===== config.mk =====
export PLATFORM = sky130hd
export DESIGN_NAME = toll_collector
export DESIGN_NICKNAME = d
export VERILOG_FILES = /design/src/rtl/toll_collector.sv
export SDC_FILE = /design/constraint.sdc
export NUM_CORES = 1
export LEC_CHECK = 0
export ABC_CLOCK_PERIOD_IN_PS = 12700
export BUFFER_PORTS_ARGS = -buffer_cell sky130_fd_sc_hd__buf_2
export CAP_MARGIN = 20
export CELL_PAD_IN_SITES_DETAIL_PLACEMENT = 0
export CELL_PAD_IN_SITES_GLOBAL_PLACEMENT = 1
export CORE_UTILIZATION = 45
export DETAILED_ROUTE_END_ITERATION = 6
export GPL_ROUTABILITY_DRIVEN = 0
export HOLD_SLACK_MARGIN = 0.03
export PLACE_DENSITY = 0.76
export SETUP_SLACK_MARGIN = 0.1
export SYNTH_ARGS = -nofsm -noshare
export SYNTH_HDL_FRONTEND = slang
export SYNTH_SLANG_ARGS = --single-unit

===== constraint.sdc =====
create_clock -name CLK -period 12.7 [get_ports CLK]
set_input_delay 0 -clock CLK [delete_from_list [all_inputs] [get_ports CLK]]
set_output_delay 0 -clock CLK [all_outputs]
set_load 0.03 [all_outputs]

===== src/rtl/toll_collector.sv =====
// toll_collector: latches the toll due, accumulates coins, and shows the remaining balance in BCD.
// When the toll is fully paid it raises TOLL_PAID and reports any change.
// On cancel or timeout it refunds the deposit.
module toll_collector #(
  parameter int unsigned MAX_TOLL  = 999,
  parameter int unsigned PAID_HOLD = 4,
  parameter int unsigned TIMEOUT   = 1000
) (
  input  logic        CLK,
  input  logic        RESET,
  input  logic [15:0] TOLL,
  input  logic        TOLL_VALID,
  input  logic        COIN_VALID,
  input  logic [2:0]  COIN_TYPE,
  input  logic        CANCEL,
  output logic        TOLL_PAID,
  output logic [15:0] CHANGE_DUE,
  output logic        CHANGE_VALID,
  output logic        COIN_REJECT,
  output logic        BUSY,
  output logic [3:0]  BCD_DOLLARS,
  output logic [3:0]  BCD_CENTS_MSB,
  output logic [3:0]  BCD_CENTS_LSB
);

  localparam int unsigned VAL_W = 16;

  localparam logic [1:0] ST_IDLE    = 2'd0;
  localparam logic [1:0] ST_COLLECT = 2'd1;
  localparam logic [1:0] ST_PAID    = 2'd2;
  localparam logic [1:0] ST_REFUND  = 2'd3;

  logic [1:0]       state, state_nxt;
  logic [VAL_W-1:0] due, due_nxt;
  logic [VAL_W-1:0] paid, paid_nxt;
  logic [VAL_W-1:0] timer, timer_nxt;
  logic             armed, armed_nxt;

  logic             toll_paid_nxt, change_valid_nxt, coin_reject_nxt, busy_nxt;
  logic [VAL_W-1:0] change_due_nxt;
  logic [3:0]       bcd_d_nxt, bcd_m_nxt, bcd_l_nxt;

  logic             show_load;
  logic [VAL_W-1:0] show_val;
  logic [VAL_W-1:0] toll_clamped, coin_val, paid_new;
  logic             coin_legal, coin_illegal;

  assign coin_legal   = COIN_VALID & ~COIN_TYPE[2];
  assign coin_illegal = COIN_VALID &  COIN_TYPE[2];
  assign paid_new     = paid + coin_val;
  assign toll_clamped = (TOLL > VAL_W'(MAX_TOLL)) ? VAL_W'(MAX_TOLL) : TOLL;

  // Coin type to value in cents; illegal types map to zero.
  always_comb begin
    coin_val = '0;
    case (COIN_TYPE)
      3'd0:    coin_val = 16'd5;
      3'd1:    coin_val = 16'd10;
      3'd2:    coin_val = 16'd25;
      3'd3:    coin_val = 16'd100;
      default: coin_val = '0;
    endcase
  end

  // Next state and next registered outputs.
  // In PAID, timer is reused as the hold counter.
  always_comb begin
    state_nxt        = state;
    due_nxt          = due;
    paid_nxt         = paid;
    timer_nxt        = timer;
    armed_nxt        = armed;
    toll_paid_nxt    = TOLL_PAID;
    change_due_nxt   = '0;
    change_valid_nxt = 1'b0;
    coin_reject_nxt  = 1'b0;
    show_load        = 1'b0;
    show_val         = '0;
    bcd_d_nxt        = BCD_DOLLARS;
    bcd_m_nxt        = BCD_CENTS_MSB;
    bcd_l_nxt        = BCD_CENTS_LSB;

    case (state)
      ST_IDLE: begin
        coin_reject_nxt = COIN_VALID;
        if (!TOLL_VALID) armed_nxt = 1'b1;
        if (TOLL_VALID && armed) begin
          armed_nxt = 1'b0;
          due_nxt   = toll_clamped;
          paid_nxt  = '0;
          timer_nxt = '0;
          show_load = 1'b1;
          show_val  = toll_clamped;
          if (toll_clamped == '0) begin
            state_nxt     = ST_PAID;
            toll_paid_nxt = 1'b1;
          end else begin
            state_nxt = ST_COLLECT;
          end
        end
      end

      ST_COLLECT: begin
        if (coin_legal) begin
          paid_nxt  = paid_new;
          timer_nxt = '0;
          show_load = 1'b1;
          if (paid_new >= due) begin
            state_nxt        = ST_PAID;
            toll_paid_nxt    = 1'b1;
            change_due_nxt   = paid_new - due;
            change_valid_nxt = 1'b1;
            show_val         = '0;
          end else if (CANCEL) begin
            state_nxt        = ST_REFUND;
            change_due_nxt   = paid_new;
            change_valid_nxt = 1'b1;
            show_val         = '0;
          end else begin
            show_val = due - paid_new;
          end
        end else begin
          coin_reject_nxt = coin_illegal;
          if (CANCEL || (!coin_illegal && timer == VAL_W'(TIMEOUT - 1))) begin
            state_nxt        = ST_REFUND;
            change_due_nxt   = paid;
            change_valid_nxt = 1'b1;
            show_load        = 1'b1;
            show_val         = '0;
          end else if (!coin_illegal) begin
            timer_nxt = timer + 16'd1;
          end
        end
      end

      ST_PAID: begin
        coin_reject_nxt = COIN_VALID;
        if (!TOLL_VALID) armed_nxt = 1'b1;
        if (timer == VAL_W'(PAID_HOLD - 1)) begin
          state_nxt     = ST_IDLE;
          toll_paid_nxt = 1'b0;
        end else begin
          timer_nxt = timer + 16'd1;
        end
      end

      default: begin
        coin_reject_nxt = COIN_VALID;
        if (!TOLL_VALID) armed_nxt = 1'b1;
        state_nxt = ST_IDLE;
      end
    endcase

    if (show_load) begin
      bcd_d_nxt = 4'(show_val / 16'd100);
      bcd_m_nxt = 4'((show_val / 16'd10) % 16'd10);
      bcd_l_nxt = 4'(show_val % 16'd10);
    end

    busy_nxt = (state_nxt != ST_IDLE);
  end

  // State, datapath and output registers.
  always_ff @(posedge CLK or posedge RESET) begin
    if (RESET) begin
      state         <= ST_IDLE;
      due           <= '0;
      paid          <= '0;
      timer         <= '0;
      armed         <= 1'b1;
      TOLL_PAID     <= 1'b0;
      CHANGE_DUE    <= '0;
      CHANGE_VALID  <= 1'b0;
      COIN_REJECT   <= 1'b0;
      BUSY          <= 1'b0;
      BCD_DOLLARS   <= '0;
      BCD_CENTS_MSB <= '0;
      BCD_CENTS_LSB <= '0;
    end else begin
      state         <= state_nxt;
      due           <= due_nxt;
      paid          <= paid_nxt;
      timer         <= timer_nxt;
      armed         <= armed_nxt;
      TOLL_PAID     <= toll_paid_nxt;
      CHANGE_DUE    <= change_due_nxt;
      CHANGE_VALID  <= change_valid_nxt;
      COIN_REJECT   <= coin_reject_nxt;
      BUSY          <= busy_nxt;
      BCD_DOLLARS   <= bcd_d_nxt;
      BCD_CENTS_MSB <= bcd_m_nxt;
      BCD_CENTS_LSB <= bcd_l_nxt;
    end
  end

endmodule


[After elaboration in Yosys (flattened, before gate mapping)]
Index checks and enable logic that the tools add are counted.
Word-level totals
  memory bits (writable): 0
  bits in read-only memories: 0
  input bits: 24
  latch bits: 0
  memories: 0
  word-level logic and storage cells: 102
  register bits: 83
Cells by class
  multiply operators: 0
  bitwise gates (word level): 3
  div/mod/pow operators: 4
  $add $sub $neg: 4
  muxes and demuxes: 47
  shift-type cells: 0
  order comparisons: 2
  equal/unequal tests: 15
  reductions and logical operators: 14
Operators with widths (count)
  2-to-1 mux 16 bit: 16
  one-hot mux 16 bit (2 select lines): 2
  one-hot mux 16 bit (3 select lines): 1
  remainder unit 16 x 4 -> 16 bit, second input constant: 2
  subtractor 16 bit: 2
  one-hot mux 7 bit (4 select lines): 1
  adder 16 x 1 -> 16 bit, second input constant: 1
  adder 16 bit: 1
  divider 16 x 4 -> 16 bit, second input constant: 1
  divider 16 x 7 -> 16 bit, second input constant: 1
  equality test 16 x 10 -> 1 bit, second input constant: 1
  equality test 16 x 2 -> 1 bit, second input constant: 1
  >= comparator 16 bit: 1
  > comparator 16 x 10 -> 1 bit, second input constant: 1
  zero test 16 bit: 1
  2-to-1 mux 1 bit: 16
  2-to-1 mux 2 bit: 7
  inequality test 2 bit, second input constant: 6
  equality test 3 x 2 -> 1 bit, second input constant: 2
  inequality test 3 bit, second input constant: 2
  one-hot mux 2 bit (3 select lines): 1
  AND reduction 6 bit: 1
  AND reduction 5 bit: 1
  one-hot mux 1 bit (2 select lines): 2
  other kinds (15): 18

[Longest topological paths before layout]
  depth after elaboration: 10
  mapped depth: 51

[Least setup slack after synthesis]
Ideal clock, no wire load.
  path type: reg-to-reg
  start: reg paid[0]
  end: reg BCD_CENTS_MSB[3]
  required time: 12.576 ns
  data arrival time: 9.174 ns
  slack: 3.402 ns
  buffers on the path: 3
  library setup time: 0.124 ns
  stages on the path, launching flop included: 43
  cells stage by stage: dfrtp_1 > ha_1 > fa_1 > a21oi_1 > nor2_1 > nor2_1 > o21bai_1 > a21oi_1 > nor2b_1 > o21a_1 > clkbuf_1 > nand3_1 > xor2_1 > inv_1 > ha_1 > buf_2 > a21o_1 > o21a_1 > [7 not listed] > a2111oi_2 > nor3_2 > a211oi_2 > nor2_1 > nor3_1 > or3_1 > buf_4 > o21ai_1 > or2b_2 > nand2_1 > xnor2_1 > ha_1 > a31oi_1 > or4b_1 > a32o_1 > o21a_1 > nor3b_1 > a211o_1
On the way
  word-level cells in the longest chain between the ends: 8
RTL lines
  start: declaration: RTL line 35  | logic [VAL_W-1:0] paid, paid_nxt;
  start signal: assignment: RTL line 182  | paid <= paid_nxt;
  adder 16 bit (*): RTL line 50  | assign paid_new = paid + coin_val;
  subtractor 16 bit: RTL line 120  | show_val = due - paid_new;
  2-to-1 mux 16 bit: RTL line 114  | end else if (CANCEL) begin
  2-to-1 mux 16 bit (*): RTL line 108  | if (paid_new >= due) begin
  2-to-1 mux 16 bit (*): RTL line 104  | if (coin_legal) begin
  one-hot mux 16 bit (2 select lines) (*): RTL line 83  | case (state)
  divider 16 x 4 -> 16 bit (*): RTL line 156  | bcd_m_nxt = 4'((show_val / 16'd10) % 16'd10);
  remainder unit 16 x 4 -> 16 bit (*): RTL line 156
  end signal: assignment: RTL line 191  | BCD_CENTS_MSB <= bcd_m_nxt;
  end: declaration: RTL line 22  | output logic [3:0] BCD_CENTS_MSB,
Every way passes the cells marked *; elsewhere a longest branch is shown, timed or not.
A chain may end at the register's enable or synchronous reset.

[Worst setup path after layout]
Same ends and word-level chain as after synthesis.

==> impl_metrics.tcl <==
set metrics [dict create \
    synthToLayoutAreaGrowth_pct 8.419 \
    finalHoldViolations 0 \
    path_clk_slew_ns 0.07 \
    grt_usage 0.2588 \
    critPathLaunchType "register" \
    hold_class "primary input to asynchronous set/reset pin" \
    cap_violations 0 \
    required_ns 12.94 \
    setup-tns-final_ns 0 \
    h-tree-depth 3 \
    layout_min_cycle_time_ns 10.93 \
    route.detailed.drc 14 \
    regToRegSetupSlack_ns 1.77 \
    synthesis.area_um2 10140 \
    cp.arrival_ns 11.16 \
    post_cts_buffers 0 \
    drtIter0Drc 1041 \
    root_buffer "clkbuf_16" \
    dp.final_hpwl_um 22670 \
    critPathBufInv 1 \
    crit_path_max_fanout 12 \
    final-max-slew-violation-count 0 \
    rows 54 \
    final.fill_count 2188 \
    drt-wirelength-per-cell_um 18.07 \
    multi_input_area_um2 7552 \
    setup_violations 0 \
    core_um2 21960 \
    antenna_found_initial 1 \
    worst_pin_slew_ns 0.9360 \
    grt_max_degree 75 \
    synth-edff-count 0 \
    period_share 0.8603 \
    ant_nets 0 \
    io_pins 56 \
    initial_utilization 0.4616 \
    seqCellArea_um2 2078 \
    yosysUniqueCellTypes 112 \
    nets 1444 \
    viasPerCell 6.201 \
    first_pass_iters 7 \
    outcome "complete, but fails checks" \
    tritoncts "yes" \
    avgSynthCellArea_um2 7.536 \
    grt_pass1_vias 9567 \
    syn_inst 1345 \
    synth-seq-cells 83 \
    final_core_util 0.5005 \
    path_class "register to register" \
    die_x_um 152.1 \
    rsz0062_at_grt "no" \
    routed_wl_um 29910 \
    overflow 0 \
    grt_pass1_wl_um 49780 \
    fin_ws_ns 1.774 \
    cpMostUsedCell "nor2_1" \
    slowest_stage "o311ai_0" \
    finClkSkew_ns 0.01167 \
    antenna_cells 0 \
    pre_cts_ws_ns 1.770 \
    numCtsBuffers 9 \
    cts_max_path_buffers 2 \
    cts-resized-gates 0 \
    synth_seq_area_share 0.2050 \
    clkLatencyLatePin_ns 0.35 \
    yosysWarningCount 0 \
    port_buffers 55 \
    layout-drive-gt1-share 0.1178 \
    asyncSetResetFlopFracSynth 1.000 \
    fmax_mhz 91.52 \
    max_slew_margin 0.3760 \
    syn_nets 1419 \
    ys.flop_type "dfrtp_1" \
    clkSinkCount 83 \
    crit_family "compound AO/OA/AOI/OAI gates" \
    endpoint_kind "register" \
    violations "DRC" \
    num_vias 10263 \
    fp.dieArea_um2 23130 \
    die_h_um 152.1 \
    cp_slowest_stage_delay_ns 0.58 \
]
[through the flow]
step	instance area [um2]	hold WS, ns	instances
final	10990	0.07786	1655
after global routing	10990	0.1098	1655
after CTS	10970	0.07232	1654
after detailed placement	10580	-0.09729	1627
after global placement	10580	-0.09938	1627
after floorplan	10140	0.06305	1345
[layer usage]
metal / global-route usage / vias up / routed length [um]
met5: 0 / - / 0
met2: 0.4215 / 254 / 13840
met1: 0.3651 / 4865 / 14510
met3: 0.02852 / 37 / 1080
met4: 0.06268 / 0 / 474
li1: - / 5107 / -
[Yosys cell counts (19+ instances only)]
| master | count | share of area |
|---|---|---|
| and3_1 | 19 | 0.012 |
| inv_1 | 49 | 0.018 |
| nand3_1 | 44 | 0.022 |
| nor3_1 | 41 | 0.020 |
| ha_1 | 47 | 0.058 |
| nand2_1 | 134 | 0.050 |
| o21ai_1 | 23 | 0.011 |
| xor2_1 | 33 | 0.029 |
| dfrtp_1 | 82 | 0.20 |
| o211ai_1 | 24 | 0.018 |
| o21ai_0 | 99 | 0.049 |
| a21o_1 | 25 | 0.019 |
| nor2_1 | 134 | 0.050 |
| xnor2_1 | 36 | 0.031 |
| a31oi_1 | 24 | 0.015 |
| clkbuf_1 | 49 | 0.018 |
| a21oi_1 | 92 | 0.045 |
[cell usage in the layout (no fill, tap or decap), types with 17 or more instances in the layout]
cell | Yosys | routed
dfrtp_1 | 82 | 82
o21ai_0 | 99 | 98
o21a_1 | 18 | 18
a21o_1 | 25 | 25
inv_1 | 49 | 48
o21ai_1 | 23 | 24
xnor2_1 | 36 | 36
buf_4 | 3 | 18
a31oi_1 | 24 | 24
xor2_1 | 33 | 33
nand2_1 | 134 | 134
a211oi_1 | 17 | 17
and3_1 | 19 | 19
a21oi_1 | 92 | 92
buf_2 | 14 | 55
o211ai_1 | 24 | 24
nor3_1 | 41 | 41
nor2_1 | 134 | 134
nand3_1 | 44 | 44
ha_1 | 47 | 47
[logic make-up (layout without fill, tap and decap cells)]
logic type               after synthesis  in the layout  synth area share
multiplexers                          17             17           0.01765
adder cells (fa/ha/maj)               60             60           0.07394
AND/OR/NAND/NOR                      491            491            0.2380
AO/OA/AOI/OAI                        503            503            0.3543
buffers and inverters                121            151           0.04987
flip-flops                            83             83            0.2050
XOR/XNOR                              70             70           0.06123
[sequential cells by signal, indices dropped and copies added, names as in the netlist, 2 cells and up]
register	cells
BCD_CENTS_LSB	4
timer	16
paid	16
BCD_CENTS_MSB	4
CHANGE_DUE	16
BCD_DOLLARS	4
due	16
state	2
[repair_timing]
| action | in CTS | in global routing |
|---|---|---|
| hold buffers | 11 | 0 |
| hold endpoints to repair | 19 | 0 |
| setup endpoints to repair | 0 | 0 |
[worst paths after layout]
path,from,to,cells after the start
hold / removal,RESET,BCD_CENTS_MSB[0],3
setup / recovery,paid[0],BCD_CENTS_MSB[3],39
min in group CLK,TOLL[7],due[7],4
max in group asynchronous,RESET,due[15],4
hold reg to reg,BCD_CENTS_MSB[0],BCD_CENTS_MSB[0],2
setup reg to reg,paid[0],BCD_CENTS_MSB[3],39
[final cells by class]
type                       count  share of cell area
multi-input combinational   1141              0.6872
sequential                    83              0.1891
timing repair buffer          85             0.04873
tap                          280             0.03188
clock buffer                   9             0.02049
inverter                      50             0.01719
clock inverter                 7            0.005351
[worst register-to-register path, delay by kind of cell (launching register included)]
| kind | cells | cell delay [ns] |
|---|---|---|
| AO/OA/AOI/OAI | 15 | 4.53 |
| AND/OR/NAND/NOR | 17 | 3.81 |
| adder cells (fa/ha/maj) | 4 | 1.43 |
| XOR/XNOR | 2 | 0.55 |
| flip-flops | 1 | 0.40 |
| buffers and inverters | 1 | 0.08 |
Power is left out: the tool's default activity adds up to more than one toggle a clock period on the data nets, which glitch-free logic cannot reach.
